<file path="config.mk">
export PLATFORM = sky130hd
export DESIGN_NAME = zx_key_autotyper_flat
export DESIGN_NICKNAME = d
export VERILOG_FILES = /design/src/rtl/zx_key_autotyper_if.sv /design/src/rtl/zx_key_autotyper.sv /design/src/flat_wrapper.sv
export SDC_FILE = /design/constraint.sdc
export NUM_CORES = 1
export LEC_CHECK = 0
export ABC_CLOCK_PERIOD_IN_PS = 3250
export BUFFER_PORTS_ARGS = -buffer_cell sky130_fd_sc_hd__buf_4
export CAP_MARGIN = 10
export CORE_ASPECT_RATIO = 0.8
export CORE_MARGIN = 3
export CORE_UTILIZATION = 45
export DETAILED_ROUTE_END_ITERATION = 8
export HOLD_SLACK_MARGIN = 0.03
export SLEW_MARGIN = 30
export SYNTH_ARGS = -nofsm -noshare
export SYNTH_HDL_FRONTEND = slang
export SYNTH_SLANG_ARGS = --single-unit
export TNS_END_PERCENT = 50
</file>
<file path="constraint.sdc">
create_clock -name clk -period 3.25 [get_ports clk]
set_clock_uncertainty 0.05 [all_clocks]
set_input_delay 0.1625 -clock clk [delete_from_list [all_inputs] [get_ports clk]]
set_output_delay 0.1625 -clock clk [all_outputs]
set_load 0.05 [all_outputs]
</file>
<file path="src/rtl/zx_key_autotyper_if.sv">
// Event handshake between a key-event producer (OSD menu, tape auto-loader)
// and the autotyper queue.
//   ev_data  : [2:0] row, [5:3] column, [6] add CAPS SHIFT, [7] add SYMBOL SHIFT
//   ev_valid : producer offers ev_data
//   ev_ready : autotyper can accept an event this cycle
interface zx_key_autotyper_if;
    logic [7:0] ev_data;
    logic       ev_valid;
    logic       ev_ready;

    modport master (output ev_data, output ev_valid, input ev_ready);
    modport slave  (input ev_data, input ev_valid, output ev_ready);
endinterface

</file>
<file path="src/rtl/zx_key_autotyper.sv">
// Timed key-injection sequencer for the ZX keyboard matrix. Queued key events
// are pressed for HOLD_CYCLES clocks, then all injected keys are released for
// GAP_CYCLES clocks. The physical keyboard has priority: no new event starts
// while kbd_pressed is high.
// Ports:
//   clk, nreset  : clock, asynchronous active-low reset
//   ev           : event handshake (slave side)
//   abort        : flush queue and release injected keys
//   kbd_pressed  : physical keyboard has a key down
//   A            : Z80 address bus, A[15:8] active-low row select
//   key_row      : active-low 5-bit overlay for the selected rows (combinational)
//   busy         : sequencer active or queue non-empty
//   err          : one-clock pulse when a popped event had column > 4
module zx_key_autotyper #(
    parameter int unsigned HOLD_CYCLES = 175000,
    parameter int unsigned GAP_CYCLES  = 175000,
    parameter int unsigned FIFO_DEPTH  = 8
) (
    input  logic                clk,
    input  logic                nreset,
    zx_key_autotyper_if.slave   ev,
    input  logic                abort,
    input  logic                kbd_pressed,
    input  logic [15:0]         A,
    output logic [4:0]          key_row,
    output logic                busy,
    output logic                err
);

    localparam int unsigned AW      = $clog2(FIFO_DEPTH);
    localparam int unsigned PW      = AW + 1;
    localparam int unsigned CNT_MAX = (HOLD_CYCLES > GAP_CYCLES) ? HOLD_CYCLES : GAP_CYCLES;
    localparam int unsigned CNT_W   = (CNT_MAX > 1) ? $clog2(CNT_MAX) : 1;

    typedef enum logic [1:0] {
        ST_IDLE  = 2'd0,
        ST_PRESS = 2'd1,
        ST_GAP   = 2'd2
    } state_e;

    state_e            state_q, state_d;
    logic [CNT_W-1:0]  cnt_q, cnt_d;
    logic [7:0][4:0]   inj_q, inj_d;
    logic              err_q, err_d;

    logic [7:0]        mem_q [FIFO_DEPTH];
    logic [PW-1:0]     wr_ptr_q, rd_ptr_q, wr_vis_q;
    logic [PW-1:0]     fill_c;
    logic              full_c, empty_c, avail_c, push_c, pop_c;
    logic [7:0]        head_c;
    logic [2:0]        head_row_c, head_col_c;

    // Low address byte is not part of the keyboard decode.
    logic              unused_addr_c;
    assign unused_addr_c = ^A[7:0];

    // Queue status; the pop side sees a write one clock after it lands.
    assign fill_c      = wr_ptr_q - rd_ptr_q;
    assign full_c      = (fill_c == PW'(FIFO_DEPTH));
    assign empty_c     = (wr_ptr_q == rd_ptr_q);
    assign avail_c     = (wr_vis_q != rd_ptr_q);
    assign ev.ev_ready = !full_c && !abort;
    assign push_c      = ev.ev_valid && ev.ev_ready;

    assign head_c     = mem_q[rd_ptr_q[AW-1:0]];
    assign head_row_c = head_c[2:0];
    assign head_col_c = head_c[5:3];

    // Queue storage; contents need no reset because pointers gate every read.
    always_ff @(posedge clk) begin
        if (push_c) begin
            mem_q[wr_ptr_q[AW-1:0]] <= ev.ev_data;
        end
    end

    // Queue pointers; abort flushes everything.
    always_ff @(posedge clk or negedge nreset) begin
        if (!nreset) begin
            wr_ptr_q <= '0;
            rd_ptr_q <= '0;
            wr_vis_q <= '0;
        end else if (abort) begin
            wr_ptr_q <= '0;
            rd_ptr_q <= '0;
            wr_vis_q <= '0;
        end else begin
            if (push_c) wr_ptr_q <= wr_ptr_q + PW'(1);
            if (pop_c)  rd_ptr_q <= rd_ptr_q + PW'(1);
            wr_vis_q <= wr_ptr_q;
        end
    end

    // Sequencer state register.
    always_ff @(posedge clk or negedge nreset) begin
        if (!nreset) begin
            state_q <= ST_IDLE;
            cnt_q   <= '0;
            inj_q   <= '0;
            err_q   <= 1'b0;
        end else begin
            state_q <= state_d;
            cnt_q   <= cnt_d;
            inj_q   <= inj_d;
            err_q   <= err_d;
        end
    end

    // Sequencer next-state: pop/press in IDLE, timed hold and gap.
    always_comb begin
        state_d = state_q;
        cnt_d   = cnt_q;
        inj_d   = inj_q;
        err_d   = 1'b0;
        pop_c   = 1'b0;
        if (abort) begin
            state_d = ST_IDLE;
            cnt_d   = '0;
            inj_d   = '0;
        end else begin
            case (state_q)
                ST_IDLE: begin
                    if (avail_c && !kbd_pressed) begin
                        pop_c = 1'b1;
                        if (head_col_c > 3'd4) begin
                            err_d = 1'b1;
                        end else begin
                            inj_d = '0;
                            inj_d[head_row_c][head_col_c] = 1'b1;
                            if (head_c[6]) inj_d[0][0] = 1'b1;
                            if (head_c[7]) inj_d[7][1] = 1'b1;
                            cnt_d   = CNT_W'(HOLD_CYCLES - 1);
                            state_d = ST_PRESS;
                        end
                    end
                end
                ST_PRESS: begin
                    if (cnt_q == '0) begin
                        inj_d   = '0;
                        cnt_d   = CNT_W'(GAP_CYCLES - 1);
                        state_d = ST_GAP;
                    end else begin
                        cnt_d = cnt_q - CNT_W'(1);
                    end
                end
                ST_GAP: begin
                    if (cnt_q == '0) begin
                        state_d = ST_IDLE;
                    end else begin
                        cnt_d = cnt_q - CNT_W'(1);
                    end
                end
                default: begin
                    state_d = ST_IDLE;
                    cnt_d   = '0;
                    inj_d   = '0;
                end
            endcase
        end
    end

    // Row overlay: AND of every selected row's injected keys (pressed = 0).
    always_comb begin
        key_row = 5'b11111;
        for (int r = 0; r < 8; r++) begin
            if (!A[8 + r]) begin
                key_row = key_row & ~inj_q[r];
            end
        end
    end

    assign busy = (state_q != ST_IDLE) || !empty_c;
    assign err  = err_q;

endmodule

</file>
<file path="src/flat_wrapper.sv">
// flat-port wrapper written by rule: the top's interface ports become plain ports
module zx_key_autotyper_flat 
#(
    parameter int unsigned HOLD_CYCLES = 175000,
    parameter int unsigned GAP_CYCLES  = 175000,
    parameter int unsigned FIFO_DEPTH  = 8
)
  (clk, nreset, abort, kbd_pressed, A, key_row, busy, err, ev_ev_data, ev_ev_valid, ev_ev_ready);
  zx_key_autotyper_if ev_i ();
  input  logic clk;
  input  logic nreset;
  input  logic abort;
  input  logic kbd_pressed;
  input  logic [15:0] A;
  output logic [4:0] key_row;
  output logic busy;
  output logic err;
  input wire logic [$bits(ev_i.ev_data)-1:0] ev_ev_data;
  input wire logic [$bits(ev_i.ev_valid)-1:0] ev_ev_valid;
  output wire logic [$bits(ev_i.ev_ready)-1:0] ev_ev_ready;
  assign ev_i.ev_data = ev_ev_data;
  assign ev_i.ev_valid = ev_ev_valid;
  assign ev_ev_ready = ev_i.ev_ready;
  zx_key_autotyper #(.HOLD_CYCLES(HOLD_CYCLES), .GAP_CYCLES(GAP_CYCLES), .FIFO_DEPTH(FIFO_DEPTH)) u_core (.clk(clk), .nreset(nreset), .ev(ev_i), .abort(abort), .kbd_pressed(kbd_pressed), .A(A), .key_row(key_row), .busy(busy), .err(err));
endmodule
</file>
==> results of run 1 <==
==> metal layers <==
layer | GRT usage, % | part of all wire [%] | wire length [um] | vias to the layer above
met3 | 4.73 | 4.8 | 682 | 14
met2 | 27.7 | 44 | 6310 | 113
met1 | 28.6 | 50 | 7140 | 2274
met5 | 0 | 0 | 0 | -
li1 | - | - | - | 2133
met4 | 5.62 | 0.89 | 127 | 0
==> per-stage QoR <==
stage                     setup TNS, ns  setup slack, ns  power [uW]  hold slack (ns)
final                                 0            0.417        5130           0.0665
after global routing                  0            0.179        5400           0.0513
after CTS                             0            0.443        5160           0.0454
after detailed placement              0            0.448        3250            0.310
after global placement                0            0.466        3230            0.310
after floorplan                   -2.10          -0.0991        2950           -0.183
==> state kept, by name, indices dropped and copies added (netlist names) <==
signal and cells:
u_core.wr_vis_q 4, u_core.rd_ptr_q 4, u_core.err 1, u_core.mem_q 64, u_core.inj_q 40, u_core.wr_ptr_q 4
u_core.state_q 2, u_core.cnt_q 18
==> cell usage after synthesis (all sizes together) (2+ instances only) <==
library cell	count	area, um^2
dfrtp	73	1830
nand2	70	263
edfxtp	64	1920
inv	52	195
o31ai	39	293
nor2	35	131
a21oi	20	100
o22ai	20	125
buf	15	103
o21ai	15	75.1
mux4	14	315
nor3	13	65.1
clkbuf	11	41.3
nand3	10	62.6
xnor2	10	87.6
mux2i	9	90.1
mux2	8	90.1
nor4	8	65.1
ha	6	75.1
nor2b	6	37.5
o21a	5	37.5
a31oi	4	25.0
nand2b	4	25.0
nor3b	4	30.0
a41oi	3	26.3
and2	3	18.8
nand3b	3	22.5
nand4	3	18.8
nor4b	3	32.5
a21o	2	15.0
a22oi	2	15.0
a31o	2	17.5
o22a	2	17.5
or3	2	12.5
or4	2	15.0
xor2	2	17.5
==> logic make-up (layout without fill, tap and decap cells) <==
group           Yosys count  after routing  synth area share, %
compound gates          123            123                 13.2
xor+xnor                 12             12                 1.63
mux                      31             31                 7.69
flops                   137            137                 58.2
simple gates            170            170                 12.9
fa+ha+maj                 6              6                 1.17
buf+inv                  78            137                 5.26
==> worst max-delay path: cells and delay by family, from the launching register on <==
family	cells	cell delay, ns
AOI/OAI and AO/OA	2	0.56
and+or+nand+nor	3	1.09
DFF	1	0.43
buffers and inverters	2	0.32
adders and majority gates	1	0.25
==> what timing repair did <==
item | in CTS | in global routing
buffers inserted | 0 | 0
hold buffers | 9 | 0
endpoints found under the setup margin | 0 | 0
hold endpoints to repair | 137 | 0
==> worst paths after layout <==
| kind | start | endpoint | slack, ns |
|---|---|---|---|
| max | u_core.cnt_q[0] | u_core.inj_q[28] | 0.42 |
| min | abort | u_core.wr_ptr_q[2] | 0.07 |
| min in group asynchronous | nreset | u_core.inj_q[28] | 0.27 |
| max in group asynchronous | nreset | u_core.inj_q[20] | 2.40 |
| max reg2reg | u_core.cnt_q[0] | u_core.inj_q[28] | 0.42 |
| min reg2reg | u_core.inj_q[29] | u_core.inj_q[29] | 0.42 |
==> layout make-up <==
cell class / instances / area, um^2 / share of cell area, %
clock inverter: 15 / 151 / 2.01
tap: 180 / 225 / 2.98
multi-input combinational: 342 / 2370 / 31.3
inverter: 52 / 195 / 2.59
clock buffer: 17 / 425 / 5.64
timing repair buffer: 53 / 437 / 5.78
sequential: 137 / 3750 / 49.7
==> report_power, final <==
| group | switching (uW) | internal, uW | total (uW) |
|---|---|---|---|
| Sequential | 131 | 1950 | 2080 |
| Clock | 757 | 1130 | 1890 |
| Combinational | 733 | 430 | 1160 |
| Total | 1620 | 3510 | 5130 |
==> parameters.txt, run 1 <==
Parameter                              Value

Synthesis
  Net count of the mapped netlist ... approximately 590
  Warnings from Yosys ... 0
  Post-synth EDFFs ... between 60 and 70
  Post-synthesis instance total ... 557
  Synth Cell Area ... between 6000 and 7000 um^2
  Most used flip-flop cell after synthesis ... sky130_fd_sc_hd__dfrtp_1
  Share of synthesized registers carrying an async set or reset ... between 50 and 60%
  Portion of the post-synthesis area used by sequential elements ... approximately three fifths
  Syn Area/Cell ... around 12 um^2
  #FFs+latches synth ... about 140
  Number of different library cells in the post-synthesis netlist ... between 50 and 60

Layout
  Post-route insts no fill ... about 800
  Filler cell count in the final layout ... around 1200
  Final standard cell utilization of the core ... roughly 55%
  Total non-filler cell area in the finished layout ... ~7500 um^2
  Number of nets in the finished design ... about 640
  Most frequent standard cell in the layout excluding fill and tap cells ... sky130_fd_sc_hd__dfrtp_1
  Highest-count cells in the layout ignoring fill and taps ... sky130_fd_sc_hd__dfrtp_1 (73), sky130_fd_sc_hd__nand2_1 (70), sky130_fd_sc_hd__edfxtp_1 (64)
  Count of antenna diodes in the layout ... 0
  Ratio of cells with drive above 1 in the final layout ... about 17%
  Layout area overhead ... 17.2%

Clocking
  CTS Root Cell ... sky130_fd_sc_hd__clkbuf_16
  Number of buffers created by CTS ... 17
  Clock tree from TritonCTS ... yes
  Clock-pin slew on the worst setup and hold paths ... about 0.06 ns
  Maximum root-to-sink buffer count ... 2
  Number of gates resized after CTS ... 0
  Clock Latency Late Sink ... about 0.42 ns
  Number of clock sinks ... about 140
  H-tree Lvls ... 4

STA
  Final hold violations ... 0
  Highest clock frequency the design can meet ... between 300 and 400 MHz
  Final min period ... approximately 2.8 ns
  Fin crit share ... between 80% and 90%
  Transition time of the tightest slew-check pin ... slightly below 0.7 ns
  Final setup fails ... 0
  Final Max Slew Viols ... 0
  Worst slew margin relative to its limit ... a little over half
  Unrepaired setup endpoints after global routing ... no

Outcome
  Outcome ... finished, final reports clean

Drt
  Starting DRC count in detailed routing ... between 300 and 400
  Via count of the routed design ... 4534
  Antenna viol nets, final ... 0
  First-pass iteration count of the detailed router ... 7
  Total DRC errors in the routed layout ... 0
  Via density per instance ... 5.70
  Routed wire per std cell ... between 15 and 20 um
  Aggregate routed wire length ... approximately 14000 um

Power
  PD cells ... slightly below 700 nW/um^2
  Leakage power of the design ... around 0.0029 uW
  Peak ir drop on the vdd network ... 0.388 mV

Hold path
  Path type of the worst min-delay path ... in -> reg
  Worst hold stages ... 2

Critical path
  Arr. time, crit path ... between 3 and 4 ns
  CP Capture Type ... register
  Max Fanout on Critical Path ... 80
  Critical-path cell with the highest stage delay ... sky130_fd_sc_hd__or4b_2
  Category of the worst setup path launch point ... register
  Largest stage delay on the critical path ... between 0.6 and 0.7 ns
  Series of cell instances along the critical path ... inv_1, ha_1, or4b_2, nor4_4, a31o_1, nand3_4, buf_12, o31ai_1
  CP required ... about 3.5 ns
  Worst setup path class ... reg -> reg
  Worst-case reg-to-reg path depth ... 8

Placed design
  Post-DP Area ... 6870 um^2
  IO Port Bufs ... 28
  Total instance count after detailed placement ... between 700 and 800
  Post-detail-place hpwl ... 9440 um
  Routability-driven placement congestion ratio ... 0.859

GRT
  Overflow left after global routing ... 0
  Pin count of the biggest net entering global routing ... 81
  First-pass GRT wire length ... 23900 um
  Number of antenna violations at the first check in global routing ... 0
  Global router's overall resource usage ... 19.1%
  Via count of the first global-routing pass ... about 4500

Die
  Die H ... 113 um
  Effective utilization at floorplan ... 46.7%
  Core outline area ... roughly 14000 um^2
  Number of core rows ... 38
  DIE WIDTH ... around 140 um
  Ports ... 37
  Die Footprint ... about 16000 um^2

Flow run
  Maxcap violations ... 0
No activity file was read; power rests on OpenSTA's default activity.
==> run 2: changes to the inputs <==
--- a/config.mk
+++ b/config.mk
@@ -7,10 +7,9 @@
 export LEC_CHECK = 0
 export ABC_CLOCK_PERIOD_IN_PS = 3250
 export BUFFER_PORTS_ARGS = -buffer_cell sky130_fd_sc_hd__buf_4
-export CAP_MARGIN = 10
 export CORE_ASPECT_RATIO = 0.8
 export CORE_MARGIN = 3
-export CORE_UTILIZATION = 45
+export CORE_UTILIZATION = 30
 export DETAILED_ROUTE_END_ITERATION = 8
 export HOLD_SLACK_MARGIN = 0.03
 export SLEW_MARGIN = 30
==> run 2 against run 1 <==
Final cell count is 11% higher. Worst hold slack worse by 0.0084 ns. First-iteration DRC count is 9.2% higher. Fmax is 1.8% lower. Critical path depth stayed put. Largest cell class unchanged. Sequential power hardly changed. Via count is 3.2% lower. Cell area is 1.3% higher. Largest power group unchanged.
==> parameters.txt, run 2 (synthesized netlist as in run 1, its figures left out) <==
Parameter                              Value

Power
  Part of the total power dissipated in sequential elements ... a little over 40%
  Design internal power ... about 3400 uW
  Leakage power of the design ... approximately 0.0029 uW
  Post-layout total power ... 5070 uW
  Sw Pwr ... between 1500 and 2000 uW
  Fraction of power spent switching nets ... between 30% and 40%
  Clock network fraction of total power ... between 30% and 40%
  Combinational group share of total power ... between 20 and 25%
  PD cells ... around 660 nW/um^2
  Peak ir drop on the vdd network ... 0.348 mV

Critical path
  Cell family with the largest share of critical-path delay ... simple AND/OR/NAND/NOR gates
  Number of cells on the critical path ... 8
  Series of cell instances along the critical path ... inv_1, ha_1, or4b_2, nor4_4, a31o_1, nand3_4, buf_12, o31ai_1
  Worst setup path class ... reg -> reg
  CP required ... 3.51 ns
  Max Fanout on Critical Path ... 80
  Category of the worst setup path launch point ... register
  Total buffers and inverters traversed by the critical path ... 2
  Arr. time, crit path ... about 3.1 ns
  Worst-case reg-to-reg path depth ... 8
  CP Capture Type ... register
  Largest stage delay on the critical path ... 0.69 ns
  Critical-path cell with the highest stage delay ... sky130_fd_sc_hd__or4b_2

GRT
  First-pass GRT wire length ... roughly 23000 um
  Overflow left after global routing ... 0
  Number of antenna violations at the first check in global routing ... 0
  Via count of the first global-routing pass ... approximately 4300
  Global router's overall resource usage ... approximately 13%
  Pin count of the biggest net entering global routing ... 81

Layout
  Count of antenna diodes in the layout ... 0
  Most frequent standard cell in the layout excluding fill and tap cells ... sky130_fd_sc_hd__dfrtp_1
  Layout area overhead ... 18.7%
  Highest-count cells in the layout ignoring fill and taps ... sky130_fd_sc_hd__dfrtp_1 (73), sky130_fd_sc_hd__nand2_1 (70), sky130_fd_sc_hd__edfxtp_1 (64)
  Filler cell count in the final layout ... 2029
  Flip-flop count of the largest register, all copies and words added ... 64
  Ratio of cells with drive above 1 in the final layout ... between 10% and 20%
  Post-route insts no fill ... slightly below 900
  Total non-filler cell area in the finished layout ... between 7000 and 8000 um^2
  Number of nets in the finished design ... approximately 640

Flow run
  Maxcap violations ... 0

STA
  Final Max Slew Viols ... 0
  Transition time of the tightest slew-check pin ... ~0.68 ns
  Final min period ... between 2 and 3 ns
  Unrepaired setup endpoints after global routing ... no
  Worst slew margin relative to its limit ... between 50% and 60%
  Setup_tns ... 0 ns
  Final hold violations ... 0
  Fin crit share ... 88.8%
  Final setup fails ... 0
  Highest clock frequency the design can meet ... 347 MHz

Drt
  First-pass iteration count of the detailed router ... 6
  Starting DRC count in detailed routing ... just over 400
  Routed wire per std cell ... around 16 um
  Via count of the routed design ... approximately 4400
  Antenna viol nets, final ... 0
  Total DRC errors in the routed layout ... 0
  Via density per instance ... around 5
  Aggregate routed wire length ... between 10000 and 15000 um

Die
  Core outline area ... between 20000 and 25000 um^2
  DIE WIDTH ... roughly 170 um
  Ports ... 37
  Die H ... between 100 and 150 um
  Effective utilization at floorplan ... between 30% and 40%
  Number of core rows ... 47
  Die Footprint ... roughly 23000 um^2

Clocking
  Number of clock sinks ... approximately 140
  Number of buffers created by CTS ... 17
  Clock tree from TritonCTS ... yes
  Number of buffers inserted to repair setup after CTS ... 0
  H-tree Lvls ... 4
  Number of gates resized after CTS ... 0
  CTS Root Cell ... sky130_fd_sc_hd__clkbuf_16
  Clock Latency Late Sink ... 0.43 ns
  Maximum root-to-sink buffer count ... 2
  Clock-pin slew on the worst setup and hold paths ... about 0.060 ns

Placed design
  IO Port Bufs ... 28
  Total instance count after detailed placement ... around 850
  Post-DP Area ... around 7000 um^2
  Post-detail-place hpwl ... a little under 10000 um
  Routability-driven placement congestion ratio ... 0.833

Outcome
  Outcome ... finished, final reports clean

Hold path
  Path type of the worst min-delay path ... in -> reg
  Worst hold stages ... 2
==> run 2: power by group through the flow <==
stage          Clock [uW]  Combinational (uW)  Sequential [uW]
2_1_floorplan           0                 888             2060
3_3_place_gp            0                1120             2100
3_5_place_dp            0                1160             2110
4_1_cts              1850                1170             2070
5_1_grt              1950                1310             2100
6_report             1820                1170             2080
==> run 2: per-stage QoR <==
stage / setup slack [ns] / hold slack, ns / util (%)
floorplan: -0.0991 / -0.183 / -
detailed placement: 0.324 / 0.314 / 33.5
finish: 0.364 / 0.0581 / 36.6
global placement: 0.411 / 0.301 / 33.5
global route: 0.133 / 0.0586 / 36.6
CTS: 0.326 / 0.0439 / 36.6
==> run 2: per-layer routing <==
metal | GRT usage (%) | part of all wire (%)
met3 | 3.75 | 6.0
met5 | 0 | 0
met1 | 18.5 | 49
met2 | 19.2 | 44
met4 | 3.77 | 1.2
==> run 2: worst register-to-register path, cell delays in order (launching register included) <==
cell                      delay [ns]
sky130_fd_sc_hd__dfrtp_1        0.44
sky130_fd_sc_hd__inv_1          0.11
sky130_fd_sc_hd__ha_1           0.27
sky130_fd_sc_hd__or4b_2         0.69
sky130_fd_sc_hd__nor4_4         0.31
sky130_fd_sc_hd__a31o_1         0.29
sky130_fd_sc_hd__nand3_4        0.09
sky130_fd_sc_hd__buf_12         0.22
sky130_fd_sc_hd__o31ai_1        0.31
==> run 2: path summary, 6_finish.rpt <==
path	start	end	slack, ns
setup / recovery	u_core.cnt_q[0]	u_core.inj_q[2]	0.36
hold / removal	abort	u_core.rd_ptr_q[3]	0.06
setup reg to reg	u_core.cnt_q[0]	u_core.inj_q[2]	0.36
hold reg to reg	u_core.inj_q[20]	u_core.inj_q[20]	0.43
max in group asynchronous	nreset	u_core.wr_ptr_q[2]	2.40
min in group asynchronous	nreset	u_core.inj_q[6]	0.27
==> run 2: timing repair <==
item,4_1_cts,5_1_grt
hold endpoints to repair,137,0
hold buffers,9,0
setup endpoints to repair,0,0
==> run 2: cell type report <==
type                       count  area, um^2  area share, %
sequential                   137        3750           49.0
multi-input combinational    342        2370           30.9
timing repair buffer          54         444           5.81
clock buffer                  18         429           5.61
tap                          269         337           4.40
inverter                      52         195           2.55
clock inverter                14         130           1.70
